`src/rtl/gray_counter_encoder_if.sv`:
```
// gray_counter_encoder_if: step/load controls and registered count outputs; err port exists only with GRAY_COUNTER_CHECK_EN
interface gray_counter_encoder_if #(
  parameter int WIDTH = 8,
  parameter int IDXW = $clog2(WIDTH)
);
  logic en;
  logic up_dn;
  logic load;
  logic [WIDTH-1:0] load_bin;
  logic [WIDTH-1:0] binary;
  logic [WIDTH-1:0] gray;
  logic wrap;
  logic flip_valid;
  logic [IDXW-1:0] flip_idx;
`ifdef GRAY_COUNTER_CHECK_EN
  logic err;
  modport master (output en, up_dn, load, load_bin, input binary, gray, wrap, flip_valid, flip_idx, err);
  modport slave (input en, up_dn, load, load_bin, output binary, gray, wrap, flip_valid, flip_idx, err);
`else
  modport master (output en, up_dn, load, load_bin, input binary, gray, wrap, flip_valid, flip_idx);
  modport slave (input en, up_dn, load, load_bin, output binary, gray, wrap, flip_valid, flip_idx);
`endif
endinterface

```
`src/rtl/gray_counter_encoder.sv`:
```
// gray_counter_encoder: up/down binary counter with registered Gray image and toggled-bit report; GRAY_COUNTER_CHECK_EN adds a single-bit-change checker
module gray_counter_encoder #(
  parameter int WIDTH = 8,
  parameter int IDXW = $clog2(WIDTH)
) (
  input logic clk,
  input logic rst,
  gray_counter_encoder_if.slave bus
);
  logic [WIDTH-1:0] nxt;
  logic [WIDTH-1:0] scan;
  logic [IDXW-1:0] idx;
  // next count, and the Gray bit a step toggles: lowest 0 bit going up, lowest 1 bit going down, top bit on wrap
  always_comb begin
    nxt = bus.up_dn ? bus.binary + 1'b1 : bus.binary - 1'b1;
    scan = bus.up_dn ? ~bus.binary : bus.binary;
    idx = IDXW'(WIDTH - 1);
    for (int i = WIDTH - 1; i >= 0; i--) if (scan[i]) idx = IDXW'(i);
  end
  // count register with its Gray image computed from the next value so it never lags
  always_ff @(posedge clk)
    if (rst) begin
      bus.binary <= '0;
      bus.gray <= '0;
      bus.wrap <= 1'b0;
      bus.flip_valid <= 1'b0;
      bus.flip_idx <= '0;
    end else if (bus.load) begin
      bus.binary <= bus.load_bin;
      bus.gray <= bus.load_bin ^ (bus.load_bin >> 1);
      bus.wrap <= 1'b0;
      bus.flip_valid <= 1'b0;
    end else if (bus.en) begin
      bus.binary <= nxt;
      bus.gray <= nxt ^ (nxt >> 1);
      bus.wrap <= bus.up_dn ? &bus.binary : ~|bus.binary;
      bus.flip_valid <= 1'b1;
      bus.flip_idx <= idx;
    end else begin
      bus.wrap <= 1'b0;
      bus.flip_valid <= 1'b0;
    end
`ifdef GRAY_COUNTER_CHECK_EN
  logic [WIDTH-1:0] prev_gray;
  logic [WIDTH-1:0] diff;
  assign diff = bus.gray ^ prev_gray;
  // after each step the Gray code must have moved by exactly the reported bit
  always_ff @(posedge clk)
    if (rst) begin
      prev_gray <= '0;
      bus.err <= 1'b0;
    end else begin
      prev_gray <= bus.gray;
      bus.err <= bus.flip_valid && ($countones(diff) != 1 || !diff[bus.flip_idx]);
    end
`endif
endmodule

```
`src/flat_wrapper.sv`:
```
// flat-port wrapper written by rule: the top's interface ports become plain ports
module gray_counter_encoder_flat 
#(
  parameter int WIDTH = 8,
  parameter int IDXW = $clog2(WIDTH)
)
  (clk, rst, bus_en, bus_up_dn, bus_load, bus_load_bin, bus_binary, bus_gray, bus_wrap, bus_flip_valid, bus_flip_idx);
  gray_counter_encoder_if #(.WIDTH(WIDTH), .IDXW(IDXW)) bus_i ();
  input logic clk;
  input logic rst;
  input wire logic [$bits(bus_i.en)-1:0] bus_en;
  input wire logic [$bits(bus_i.up_dn)-1:0] bus_up_dn;
  input wire logic [$bits(bus_i.load)-1:0] bus_load;
  input wire logic [$bits(bus_i.load_bin)-1:0] bus_load_bin;
  output wire logic [$bits(bus_i.binary)-1:0] bus_binary;
  output wire logic [$bits(bus_i.gray)-1:0] bus_gray;
  output wire logic [$bits(bus_i.wrap)-1:0] bus_wrap;
  output wire logic [$bits(bus_i.flip_valid)-1:0] bus_flip_valid;
  output wire logic [$bits(bus_i.flip_idx)-1:0] bus_flip_idx;
  assign bus_i.en = bus_en;
  assign bus_i.up_dn = bus_up_dn;
  assign bus_i.load = bus_load;
  assign bus_i.load_bin = bus_load_bin;
  assign bus_binary = bus_i.binary;
  assign bus_gray = bus_i.gray;
  assign bus_wrap = bus_i.wrap;
  assign bus_flip_valid = bus_i.flip_valid;
  assign bus_flip_idx = bus_i.flip_idx;
  gray_counter_encoder #(.WIDTH(WIDTH), .IDXW(IDXW)) u_core (.clk(clk), .rst(rst), .bus(bus_i));
endmodule
```
`config.mk`:
```
export PLATFORM = sky130hd
export DESIGN_NAME = gray_counter_encoder_flat
export DESIGN_NICKNAME = d
export VERILOG_FILES = /design/src/rtl/gray_counter_encoder_if.sv /design/src/rtl/gray_counter_encoder.sv /design/src/flat_wrapper.sv
export SDC_FILE = /design/constraint.sdc
export NUM_CORES = 1
export LEC_CHECK = 0
export ABC_CLOCK_PERIOD_IN_PS = 2210
export CAP_MARGIN = 10
export CORE_ASPECT_RATIO = 0.5
export CORE_MARGIN = 2
export CORE_UTILIZATION = 30
export DETAILED_ROUTE_END_ITERATION = 6
export MAX_ROUTING_LAYER = met4
export PLACE_DENSITY = 0.63
export SLEW_MARGIN = 20
export SYNTH_ARGS = -nofsm -noshare
export SYNTH_HDL_FRONTEND = slang
export SYNTH_SLANG_ARGS = --single-unit
```
`constraint.sdc`:
```
create_clock -name clk -period 2.21 [get_ports clk]
set_input_delay 0.663 -clock clk [delete_from_list [all_inputs] [get_ports clk]]
set_output_delay 0.663 -clock clk [all_outputs]
set_load 0.03 [all_outputs]
```
* Yosys cells after proc, flatten, opt, wreduce, memory -nomap -nowiden *
Index checks and enable logic that the tools add are counted.

word-level totals
  flip-flop bits (word level) = 21
  output and inout bits = 21
  logic and storage cells = 34

cells by class
  $add $sub $neg = 2
  multiplexer cells = 15
  bitwise operators = 5
  reductions and logical operators = 7

operators with widths
  kind                                              number
  two-way mux 8 bit                                 5
  two-way mux 3 bit                                 6
  XOR 8 x 7 -> 8 bit                                2
  adder 8 x 1 -> 8 bit, second input constant       1
  AND reduction 8 bit                               1
  OR reduction 8 bit                                1
  subtractor 8 x 1 -> 8 bit, second input constant  1
  two-way mux 7 bit                                 1
  NOT 7 bit                                         1
  two-way mux 1 bit                                 3
  OR reduction 3 bit                                1
  NOT 1 bit                                         2
  AND reduction 2 bit                               1
  nonzero test 2 bit                                1
  OR reduction 2 bit                                1
  zero test 1 bit                                   1

* Longest topological paths before layout *
Gate-level depths: netlist of the first run.

  word-level depth = 9
  mapped depth = 9
  mapped depth without buffers = 8

* Least setup slack after synthesis of the first run *
OpenSTA, ideal clock, no wires.

  kind = in2reg
  start point = in bus_up_dn
  end point = reg u_core.bus.gray[5]
  library setup time = 129 ps
  arrival = 2126 ps
  slack = -45 ps
  cell stages on the path = 7
  path buffers = 0
  path through = inv_1 -> ha_1 -> nor2b_4 -> o31a_4 -> a311oi_2 -> xor2_1 -> a21oi_1

on the way
  word-level cells in the longest chain between the ends = 4

ends and longest elaborated chain
  what                  line                           source
  from (decl)           flat_wrapper.sv:12             input wire logic [$bits(bus_i.up_dn)-1:0] bus_up_dn;
  two-way mux 8 bit     gray_counter_encoder.sv:15     nxt = bus.up_dn ? bus.binary + 1'b1 : bus.binary - 1'b1;
  XOR 8 x 7 -> 8 bit    gray_counter_encoder.sv:35     bus.gray <= nxt ^ (nxt >> 1);
  two-way mux 8 bit     gray_counter_encoder.sv:33     end else if (bus.en) begin
  two-way mux 8 bit     gray_counter_encoder.sv:28     end else if (bus.load) begin
  to (signal assigned)  gray_counter_encoder.sv:30     bus.gray <= bus.load_bin ^ (bus.load_bin >> 1);
  to (signal assigned)  gray_counter_encoder.sv:35
  to (decl)             gray_counter_encoder_if.sv:21  modport slave (input en, up_dn, load, load_bin, output binary, gray, wrap, flip_valid, flip_idx);

No other way between the ends. The select of a mux whose other input is x is not followed.
A chain may end at the register's enable or synchronous reset.

* Worst setup path in the final report of the first run *
  start point = reg u_core.bus.binary[4]
  end point = out bus_binary[4]

RTL lines
  what                    line                           source
  from (decl)             gray_counter_encoder_if.sv:21
  from (signal assigned)  gray_counter_encoder.sv:29     bus.binary <= bus.load_bin;
  from (signal assigned)  gray_counter_encoder.sv:34     bus.binary <= nxt;
  to (decl)               flat_wrapper.sv:15             output wire logic [$bits(bus_i.binary)-1:0] bus_binary;

No word-level cell between the ends.

==> results of run 1 <==
[per-stage QoR]
step	instance area (sq um)	setup TNS [ns]
floorplan	1450	-0.0354
CTS	2130	0
detailed placement	1970	-7.88
finish	2160	0
global placement	1970	-7.07
global route	2160	0
[cells by family (layout without fill, tap and decap cells)]
logic type	after synthesis	after routing	synth area share, %
AND/OR/NAND/NOR	47	47	16.2
XOR/XNOR	20	20	12.4
adder cells (fa/ha/maj)	7	7	6.74
multiplexers	1	1	0.710
buffers and inverters	21	76	8.70
flip-flops	20	20	28.4
AO/OA/AOI/OAI	51	51	26.8
[metal layers]
metal	global-route usage, %	share of wire (%)	up-vias
li1	-	-	700
met1	21.8	47	666
met2	28.0	47	26
met3	2.67	5.0	4
met4	3.15	0.78	0
met5	-	0	-
[worst paths after layout]
check / start / endpoint / slack (ns) / cells past startpoint
setup / recovery: u_core.bus.binary[4]$_SDFFE_PP0P_ / bus_binary[4] / 0.06 / 1
hold / removal: u_core.bus.flip_idx[0]$_SDFFE_PP0P_ / u_core.bus.flip_idx[0]$_SDFFE_PP0P_ / 0.47 / 2
setup reg to reg: u_core.bus.binary[1]$_SDFFE_PP0P_ / u_core.bus.gray[2]$_SDFFE_PP0P_ / 0.26 / 8
hold reg to reg: u_core.bus.flip_idx[0]$_SDFFE_PP0P_ / u_core.bus.flip_idx[0]$_SDFFE_PP0P_ / 0.47 / 2
[layout by cell type, fill, tap and decap left out, types with 4 or more instances in the layout]
| cell | netlist | layout |
|---|---|---|
| a211oi_1 | 6 | 5 |
| inv_1 | 10 | 9 |
| a221oi_1 | 4 | 4 |
| nand2_1 | 11 | 11 |
| ha_4 | 0 | 6 |
| a21oi_1 | 16 | 15 |
| xnor2_1 | 16 | 14 |
| buf_4 | 2 | 28 |
| clkdlybuf4s50_1 | 0 | 32 |
| xor2_1 | 4 | 4 |
| nor2_1 | 15 | 14 |
| a211o_1 | 4 | 4 |
| nor3_1 | 7 | 7 |
| o21ai_0 | 5 | 4 |
| dfxtp_1 | 20 | 19 |
[Yosys cell counts (2+ instances only)]
library cell / instances
dfxtp_1: 20
o21ai_0: 5
buf_6: 3
xnor2_1: 16
a221oi_1: 4
nor3_1: 7
a211o_1: 4
a211oi_1: 6
nand3_1: 3
nor2_1: 15
clkbuf_1: 2
nand2_1: 11
buf_4: 2
o21a_1: 2
nor4_1: 2
inv_1: 10
a31oi_1: 2
a21oi_1: 16
nor2b_1: 3
ha_1: 6
xor2_1: 4
[worst reg2reg max path, stage by stage, from the launching register on]
cell       delay (ns)
dfxtp_1          0.31
buf_4            0.15
ha_4             0.26
a21o_1           0.19
a211oi_2         0.30
nor2_4           0.08
xor2_1           0.16
nor2_1           0.06
a2111oi_2        0.33
[registers in the layout, indices dropped and copies added, names as in the netlist]
signal and cells:
u_core.bus.binary 8, u_core.bus.flip_idx 3, u_core.bus.flip_valid 1, u_core.bus.gray 7, u_core.bus.wrap 1
[report_power, final]
group	internal, uW	switching (uW)
logic	312	326
clock network	242	136
registers	392	30.3
total	946	493
[final cells by class]
cell class	instances	share of cell area, %
repair buffers	61	24.8
well taps	57	3.30
clock buffers	3	1.91
inverters	11	2.14
multi-input cells	126	47.9
clock inverters	1	1.39
flip-flops and latches	20	18.6
[what timing repair did]
item                                    in CTS  in global routing
pin swaps                                    6                  2
setup buffers                                1                  0
hold endpoints to repair                     0                  0
gates resized for setup                     16                  6
endpoints found under the setup margin      13                  6
==> summary.txt, run 1 <==
Floorplan
  – Die height: 52.5 microns
  – Die W: 101 microns
  – FP Rows: 17
  – CORE AREA: 4470 sq um
  – Starting Density: 31.6%
  – Die area: 5300 sq um
  – I/O pin cnt: 34

Clock tree
  – Clk_lat worst skew: 0.27 ns
  – Clock Sinks: 20
  – Clock buffer depth: 2
  – CTS Buf Count: 3
  – TritonCTS clock tree: yes
  – H-tree depth: 1
  – Clk slew on worst S/H paths: 0.08 ns
  – Clock root cell: clkbuf_8
  – Hold buffer count at cts: 0

Placement
  – Hpwl dp: 3030 microns
  – PortBufs: 33
  – Final Wtd Congestion: 0.827
  – Place WS: -0.720 ns
  – Placed insts: 274

Routing
  – Post-route ant nets: 0
  – Vias per inst: 5.00
  – WL final: 4100 microns
  – Iteration-0 DRC count of the detailed router: 87
  – DRT Pass-1 Iters: 4
  – DR vias: 1,396
  – Per-cell routed wire length: 14.7 microns
  – DRC: 0

Setup path
  – WP buf/inv: 1
  – Crit Path Max Fanout: 5
  – Critical Path AT: 1.49 ns
  – Top cell family by delay on the critical path: buffers and inverters
  – CP max-delay cell: clkdlybuf4s50_1
  – Worst path required time: 1.55 ns
  – Kind of critical path: reg2out
  – Crit-path cells: clkdlybuf4s50_1
  – Slowest stage delay, CP: 0.74 ns
  – Startpoint types: flop
  – Critical path endpoint category: output port

GRT
  – Total grt overflow: 0
  – Pin count of the biggest net entering global routing: 23
  – Initial antenna violation count: 0
  – Total track usage: 16.7%
  – First-pass GRT wire length: 6600 microns
  – Vias in the first global route: 1,329

Timing
  – RSZ-0062 raised after global routing: false
  – Hold slack: 0.466 ns
  – Clk_skew: 0.00704 ns
  – Final Hold Viols: 0
  – Final Max Slew Viols: 0
  – Max Fclk: 465 MHz
  – Worst-Margin Slew: 0.359 ns
  – Final worst-path setup slack: 0.0576 ns
  – Relative slew margins: 75.8%
  – Endpoints failing setup: 0
  – Crit path time final: 2.15 ns
  – Final period util: 97.4%

Synthesis
  – Top FF cell, synth: dfxtp_1
  – Syn_area_per_cell: 8.44 sq um
  – #FFs+latches synth: 20
  – Top post-synthesis cells by area: dfxtp_1 (28%), xnor2_1 (9.9%), a21oi_1 (5.7%)
  – Post-Syn Instances: 167
  – Distinct cells, synth: 45
  – Yosys Warn Count: 0
  – Syn nets: 187
  – Top-area cell type share of the netlist area: 28.4%
  – Seq/Total Area, Yosys: 28.4%
  – EDFF count, synth: 0
  – Area leader, netlist: dfxtp_1
  – Synthesized area: 1410 sq um
  – Async S/R FF share, synth: 0%

Status
  – Status: complete, no violations

Finish
  – Share of layout cells above drive strength 1: 26.1%
  – Multi-input logic area: 1040 sq um
  – Antenna fix cells: 0
  – Final Non-Filler Cells: 279
  – Fin nets: 243
  – Register area: 402 sq um
  – Fillers: 415
  – Area Overhead vs Synth: 53.4%
  – Util after Layout: 48.4%

Min path
  – Worst min path class: reg2reg

Power
  – Maximum vdd drop: 0.000256 V
  – Overall power: 1440 uW
  – Leakage: 0.000826 uW
  – Pwr dens: 665 nW/um^2

Job
  – Max Cap Viol: 0
Note: power is estimated with default switching activity, not from simulation.
==> run 2, diff against run 1 <==
--- a/config.mk
+++ b/config.mk
@@ -7,7 +7,7 @@
 export LEC_CHECK = 0
 export ABC_CLOCK_PERIOD_IN_PS = 2210
 export CAP_MARGIN = 10
-export CORE_ASPECT_RATIO = 0.5
+export CORE_ASPECT_RATIO = 1.4
 export CORE_MARGIN = 2
 export CORE_UTILIZATION = 30
 export DETAILED_ROUTE_END_ITERATION = 6
==> summary.txt, run 2 (synthesis results as in run 1) <==
Placement
  – Post-place instance area: 1990 sq um (was 1970 sq um)
  – Hpwl dp: 2910 microns (was 3030 microns)
  – Final Wtd Congestion: 0.843 (was 0.827)
  – PortBufs: 33 (unchanged)

Finish
  – Largest Register: u_core.bus.binary (unchanged)
  – Commonest non-fill, non-tap cell in the layout: clkdlybuf4s50_1 (unchanged)
  – Fillers: 445 (was 415)
  – Biggest regs: u_core.bus.binary: 8 flops, u_core.bus.gray: 7 flops, u_core.bus.flip_idx: 3 flops (unchanged)
  – Share of layout cells above drive strength 1: 25.6% (was 26.1%)
  – Max FFs per register: 8 (unchanged)
  – Fin nets: 244 (was 243)
  – Fin area: 2150 sq um (was 2160 sq um)
  – Antenna fix cells: 0 (unchanged)
  – Area Overhead vs Synth: 52.2% (was 53.4%)
  – Most frequent cells in the layout: clkdlybuf4s50_1 (32), buf_4 (30), dfxtp_1 (19) (was clkdlybuf4s50_1 (32), buf_4 (28), dfxtp_1 (19))

Setup path
  – Crit Path Max Fanout: 5 (unchanged)
  – Slowest stage delay, CP: 0.73 ns (was 0.74 ns)
  – Critical Path Sink: bus_binary[2] (was bus_binary[4])
  – R2R depth: 7 (was 8)
  – Critical path endpoint category: output port (unchanged)
  – Setup crit start: u_core.bus.binary[2]$_SDFFE_PP0P_ (was u_core.bus.binary[4]$_SDFFE_PP0P_)
  – Reg2Reg Setup Slack: 0.25 ns (was 0.26 ns)
  – Worst path required time: 1.55 ns (about the same)
  – Top cell family by delay on the critical path: buffers and inverters (unchanged)
  – Startpoint types: flop (unchanged)
  – CP max-delay cell: clkdlybuf4s50_1 (unchanged)
  – WP buf/inv: 1 (unchanged)
  – Reg2reg start: u_core.bus.binary[2]$_SDFFE_PP0P_ (was u_core.bus.binary[1]$_SDFFE_PP0P_)
  – R2r endpoint: u_core.bus.gray[3]$_SDFFE_PP0P_ (was u_core.bus.gray[2]$_SDFFE_PP0P_)
  – Critical Path AT: 1.47 ns (was 1.49 ns)
  – Kind of critical path: reg2out (unchanged)
  – Crit-path cells: clkdlybuf4s50_1 (unchanged)
  – WP depth: 1 (unchanged)

Timing
  – Final Hold Viols: 0 (unchanged)
  – Final Max Slew Viols: 0 (unchanged)
  – Hold slack: 0.454 ns (was 0.466 ns)
  – Setup_tns: 0 ns (unchanged)
  – Relative slew margins: 72.6% (was 75.8%)
  – Clk_skew: 0.00516 ns (was 0.00704 ns)
  – RSZ-0062 raised after global routing: false (unchanged)
  – Crit path time final: 2.13 ns (was 2.15 ns)
  – Worst-Margin Slew: 0.410 ns (was 0.359 ns)
  – Final period util: 96.4% (was 97.4%)
  – Max Fclk: 469 MHz (was 465 MHz)
  – Endpoints failing setup: 0 (unchanged)

GRT
  – Total track usage: 15.8% (was 16.7%)
  – First-pass GRT wire length: 6200 microns (was 6600 microns)
  – GR peak layer: met2 (unchanged)
  – Met1 Resource Use GR: 18.2% (was 21.8%)
  – Met3 usage: 1.37% (was 2.67%)
  – M2 GR Usage: 26.4% (was 28.0%)
  – Initial antenna violation count: 0 (unchanged)
  – Pin count of the biggest net entering global routing: 16 (was 23)
  – Total grt overflow: 0 (unchanged)
  – Vias in the first global route: 1,392 (was 1,329)

Floorplan
  – FP Rows: 29 (was 17)
  – Die W: 61.9 microns (was 101 microns)
  – CORE AREA: 4540 sq um (was 4470 sq um)
  – Starting Density: 31.1% (was 31.6%)
  – Die area: 5270 sq um (was 5300 sq um)
  – I/O pin cnt: 34 (unchanged)
  – Die height: 85.1 microns (was 52.5 microns)

Clock tree
  – Clock root cell: clkbuf_8 (unchanged)
  – Clk_lat worst skew: 0.26 ns (was 0.27 ns)
  – CTS Buf Count: 3 (unchanged)
  – Clk slew on worst S/H paths: 0.08 ns (about the same)
  – Hold buffer count at cts: 0 (unchanged)
  – H-tree depth: 1 (unchanged)
  – Clock Sinks: 20 (unchanged)
  – TritonCTS clock tree: yes (unchanged)
  – Clock buffer depth: 2 (unchanged)

Routing
  – WL final: 3620 microns (was 4100 microns)
  – DR vias: 1,367 (was 1,396)
  – Post-route ant nets: 0 (unchanged)
  – Vias per inst: 4.80 (was 5.00)
  – DRC: 0 (unchanged)
  – Per-cell routed wire length: 12.7 microns (was 14.7 microns)
  – Iteration-0 DRC count of the detailed router: 48 (was 87)
  – DRT Pass-1 Iters: 4 (unchanged)

Min path
  – Worst min path class: reg2reg (unchanged)

Power
  – Leakage: 0.000833 uW (was 0.000826 uW)
  – Pwr dens: 654 nW/um^2 (was 665 nW/um^2)
  – Maximum vdd drop: 0.000245 V (was 0.000256 V)

Status
  – Status: complete, no violations (unchanged)

Job
  – Max Cap Viol: 0 (unchanged)
## run 2: cell count changes in the layout (fill, tap and decap cells not counted)
cell,change
ha_1,+3
ha_4,-3
buf_4,+2
a221oi_1,-1
a221oi_2,+1
buf_2,-1
inv_4,+1
inv_6,-1
## run 2: through the flow
step           total power, uW  setup WS [ns]  cells  util (%)
2_1_floorplan              796        -0.0243    167         -
6_report                  1400         0.0795    285      47.3
5_1_grt                   1490         0.0271    285      47.3
3_3_place_gp               997         -0.707    280      43.8
3_5_place_dp              1000         -0.762    280      43.8
4_1_cts                   1380        0.00178    284      45.8
## run 2: layout make-up
cell class	instances	area [sq um]	share of cell area (%)
clock buffers	3	41.3	1.92
inverters	11	43.8	2.04
repair buffers	62	546	25.4
well taps	62	77.6	3.62
flip-flops and latches	20	402	18.7
clock inverters	1	30.0	1.40
multi-input cells	126	1010	46.9
## run 2: per-layer routing
layer,part of all wire (%),routed length [microns]
met3,1.7,63
met4,3.3,118
met2,53,1910
met5,0,0
met1,42,1530
## run 2: what timing repair did
item                                    4_1_cts  5_1_grt
endpoints found under the hold margin         0        0
endpoints found under the setup margin       13        8
pin swaps                                     4       10
buffers inserted                              0        2
gates cloned                                  0        0
gates resized for setup                       9       11
## run 2: how the worst min path moves through the flow
stage                                                    from                                  end  slack [ns]  cells past startpoint
after floorplan           u_core.bus.flip_idx[0]$_SDFFE_PP0P_  u_core.bus.flip_idx[0]$_SDFFE_PP0P_        0.58                      2
final                     u_core.bus.flip_idx[0]$_SDFFE_PP0P_  u_core.bus.flip_idx[0]$_SDFFE_PP0P_        0.45                      2
after CTS                 u_core.bus.flip_idx[0]$_SDFFE_PP0P_  u_core.bus.flip_idx[0]$_SDFFE_PP0P_        0.46                      2
after global routing      u_core.bus.flip_idx[0]$_SDFFE_PP0P_  u_core.bus.flip_idx[0]$_SDFFE_PP0P_        0.49                      2
after detailed placement  u_core.bus.flip_idx[0]$_SDFFE_PP0P_  u_core.bus.flip_idx[0]$_SDFFE_PP0P_        0.45                      2
after global placement    u_core.bus.flip_idx[0]$_SDFFE_PP0P_  u_core.bus.flip_idx[0]$_SDFFE_PP0P_        0.45                      2
## run 2: report_power, final
part / switching, uW / leakage [uW] / total, uW / internal [uW]
clock network: 128 / 0.0000357 / 370 / 242
registers: 27.0 / 0.000166 / 419 / 392
logic: 308 / 0.000631 / 615 / 307
total: 463 / 0.000833 / 1400 / 940
## run 2: worst register-to-register path: stages (launching register included)
cell and delay (ns):
dfxtp_1 0.47, ha_4 0.27, nor2b_4 0.13, o31a_4 0.39
a21oi_4 0.16, xnor2_1 0.09, a211o_1 0.30, a21oi_2 0.10
==> run 3, diff against run 2 <==
--- a/config.mk
+++ b/config.mk
@@ -5,7 +5,7 @@
 export SDC_FILE = /design/constraint.sdc
 export NUM_CORES = 1
 export LEC_CHECK = 0
-export ABC_CLOCK_PERIOD_IN_PS = 2210
+export ABC_CLOCK_PERIOD_IN_PS = 1900
 export CAP_MARGIN = 10
 export CORE_ASPECT_RATIO = 1.4
 export CORE_MARGIN = 2
==> constraint.sdc (replaced) <==
create_clock -name clk -period 1.9 [get_ports clk]
set_input_delay 0.57 -clock clk [delete_from_list [all_inputs] [get_ports clk]]
set_output_delay 0.57 -clock clk [all_outputs]
set_load 0.03 [all_outputs]
==> summary.txt, run 3 (synthesis results as in run 1) <==
Status
  – Status: complete, but fails checks (was complete, no violations)
  – Failing checks: setup timing

GRT
  – First-pass GRT wire length: 6270 microns (was 6200 microns)
  – Initial antenna violation count: 0 (unchanged)
  – Vias in the first global route: 1,401 (was 1,392)
  – Total track usage: 15.9% (was 15.8%)
  – Total grt overflow: 0 (unchanged)
  – Pin count of the biggest net entering global routing: 21 (was 16)

Finish
  – Area Overhead vs Synth: 66.9% (was 52.2%)
  – Fin nets: 257 (was 244)
  – Util after Layout: 51.9% (was 47.3%)
  – Max FFs per register: 8 (unchanged)
  – Antenna fix cells: 0 (unchanged)
  – Biggest regs: u_core.bus.binary: 8 flops, u_core.bus.gray: 7 flops, u_core.bus.flip_idx: 3 flops (unchanged)
  – Final Non-Filler Cells: 298 (was 285)
  – Largest Register: u_core.bus.binary (unchanged)
  – Most frequent cells in the layout: buf_4 (36), clkdlybuf4s50_1 (22), dfxtp_1 (18) (was clkdlybuf4s50_1 (32), buf_4 (30), dfxtp_1 (19))
  – Commonest non-fill, non-tap cell in the layout: buf_4 (was clkdlybuf4s50_1)
  – Share of layout cells above drive strength 1: 34.7% (was 25.6%)

Floorplan
  – Die W: 61.9 microns (unchanged)
  – CORE AREA: 4540 sq um (unchanged)
  – Die height: 85.1 microns (unchanged)
  – I/O pin cnt: 34 (unchanged)
  – FP Rows: 29 (unchanged)
  – Starting Density: 31.1% (unchanged)
  – Die area: 5270 sq um (unchanged)

Clock tree
  – Clock Sinks: 20 (unchanged)
  – Clk_lat worst skew: 0.26 ns (about the same)
  – Hold buffer count at cts: 0 (unchanged)
  – Clock root cell: clkbuf_8 (unchanged)
  – Clock buffer depth: 2 (unchanged)
  – CTS Buf Count: 3 (unchanged)
  – H-tree depth: 1 (unchanged)
  – TritonCTS clock tree: yes (unchanged)
  – Clk slew on worst S/H paths: 0.09 ns (was 0.08 ns)

Setup path
  – Startpoint types: input port (was flop)
  – CP max-delay cell: fa_2 (was clkdlybuf4s50_1)
  – R2R depth: 8 (was 7)
  – Crit Path Max Fanout: 5 (unchanged)
  – Reg2Reg Setup Slack: 0.03 ns (was 0.25 ns)
  – R2r endpoint: u_core.bus.gray[5]$_SDFFE_PP0P_ (was u_core.bus.gray[3]$_SDFFE_PP0P_)
  – Top cell family by delay on the critical path: compound AO/OA/AOI/OAI gates (was buffers and inverters)
  – Kind of critical path: in2reg (was reg2out)
  – Crit-path cells: buf_8 -> buf_6 -> fa_2 -> nor2b_4 -> o31a_4 -> nor4_4 -> a311oi_4 -> xor2_1 -> a21oi_1 (was clkdlybuf4s50_1)
  – WP buf/inv: 2 (was 1)
  – Reg2reg start: u_core.bus.binary[0]$_SDFFE_PP0P_ (was u_core.bus.binary[2]$_SDFFE_PP0P_)
  – Slowest stage delay, CP: 0.39 ns (was 0.73 ns)
  – Critical Path AT: 2.14 ns (was 1.47 ns)
  – Critical path endpoint category: flop (was output port)
  – Worst path required time: 2.06 ns (was 1.55 ns)

Timing
  – Endpoints failing setup: 4 (was 0)
  – Final Hold Viols: 0 (unchanged)
  – RSZ-0062 raised after global routing: true (was false)
  – Crit path time final: 1.98 ns
  – Final period util: 104%
  – Relative slew margins: 78.4% (was 72.6%)
  – Max Fclk: 504 MHz
  – Worst-Margin Slew: 0.324 ns (was 0.410 ns)
  – Final worst-path setup slack: -0.0845 ns (was 0.0795 ns)
  – Final Max Slew Viols: 0 (unchanged)
  – Clk_skew: 0.000968 ns (was 0.00516 ns)

Placement
  – Final Wtd Congestion: 0.789 (was 0.843)
  – Hpwl dp: 3060 microns (was 2910 microns)
  – PortBufs: 33 (unchanged)
  – Place WS: -0.892 ns (was -0.762 ns)
  – Placed insts: 291 (was 280)

Power
  – Sequential share of power: 29.4% (was 29.8%)
  – Overall power: 1640 uW (was 1400 uW)
  – Leakage: 0.000987 uW (was 0.000833 uW)
  – Cell Int Power: 1050 uW (was 940 uW)
  – Comb pwr share: 49.4% (was 43.8%)
  – Switching Fraction: 35.9% (was 33.0%)
  – Clock power frac: 21.2% (was 26.4%)
  – Maximum vdd drop: 0.000268 V (was 0.000245 V)
  – Net Switching: 590 uW (was 463 uW)
  – Pwr dens: 698 nW/um^2 (was 654 nW/um^2)

Routing
  – Vias per inst: 4.82 (was 4.80)
  – DR vias: 1,436 (was 1,367)
  – DRT Pass-1 Iters: 4 (unchanged)
  – Iteration-0 DRC count of the detailed router: 34 (was 48)
  – Per-cell routed wire length: 13.7 microns (was 12.7 microns)
  – WL final: 4080 microns (was 3620 microns)
  – Post-route ant nets: 0 (unchanged)
  – DRC: 0 (unchanged)

Min path
  – Worst hold path stage count: 2 (unchanged)
  – Worst min path class: reg2reg (unchanged)
  – Min-delay src: u_core.bus.flip_idx[0]$_SDFFE_PP0P_ (unchanged)
  – Hold endpoint: u_core.bus.flip_idx[0]$_SDFFE_PP0P_ (unchanged)

Job
  – Max Cap Viol: 0 (unchanged)
[run 3: changes by cell type in the layout (fill, tap and decap cells not counted), sizes merged]
cell and delta:
buf +13, clkdlybuf4s50 -10, dlygate4sd2 +7, dlymetal6s2s +3
bufinv -1, clkbuf +1
[run 3: worst max-delay path by stage]
| stage | from | end | slack (ns) | cells past startpoint |
|---|---|---|---|---|
| floorplan | bus_up_dn | u_core.bus.gray[2]$_SDFFE_PP0P_ | -0.24 | 8 |
| global placement | bus_up_dn | u_core.bus.gray[6]$_SDFFE_PP0P_ | -0.86 | 10 |
| detailed placement | bus_up_dn | u_core.bus.gray[6]$_SDFFE_PP0P_ | -0.89 | 10 |
| CTS | bus_up_dn | u_core.bus.gray[6]$_SDFFE_PP0P_ | -0.12 | 9 |
| global route | bus_up_dn | u_core.bus.gray[5]$_SDFFE_PP0P_ | -0.16 | 9 |
| finish | bus_up_dn | u_core.bus.gray[5]$_SDFFE_PP0P_ | -0.08 | 9 |
[run 3: final cells by class]
class                   count  area [sq um]
repair buffers             75           689
multi-input cells         126          1080
inverters                  11          48.8
flip-flops and latches     20           405
clock buffers               4          55.1
fillers                   420          2180
well taps                  62          77.6
[run 3: repair_timing]
action,4_1_cts,5_1_grt
setup endpoints to repair,23,13
resized for setup,29,21
pin swaps,14,22
setup buffers,1,2
[run 3: through the flow]
stage / setup TNS (ns) / hold slack [ns] / cell area, sq um
after global routing: -0.840 / 0.477 / 2350
after floorplan: -1.62 / 0.579 / 1450
after global placement: -10.82 / 0.444 / 2100
final: -0.223 / 0.463 / 2350
after CTS: -0.494 / 0.466 / 2240
after detailed placement: -11.38 / 0.452 / 2100
[run 3: power by group through the flow]
| stage | Sequential, uW | Clock (uW) | Combinational [uW] |
|---|---|---|---|
| 6_report | 484 | 349 | 811 |
| 5_1_grt | 489 | 362 | 870 |
| 4_1_cts | 484 | 348 | 747 |
| 3_5_place_dp | 491 | 0 | 711 |
| 3_3_place_gp | 491 | 0 | 705 |
| 2_1_floorplan | 563 | 0 | 363 |
[run 3: per-layer routing]
layer,track usage (%),up-vias,wire length [microns]
li1,-,727,-
met1,18.0,682,1720
met2,28.6,25,2240
met3,1.07,2,80
met4,4.64,0,40
met5,-,-,0
[run 3: worst reg2reg max path: stages (launching register included)]
cell	delay, ns
dfxtp_4	0.35
inv_1	0.05
fa_2	0.42
nor2b_4	0.15
o31a_4	0.19
nor4_4	0.05
a311oi_4	0.28
xor2_1	0.19
a21oi_1	0.09
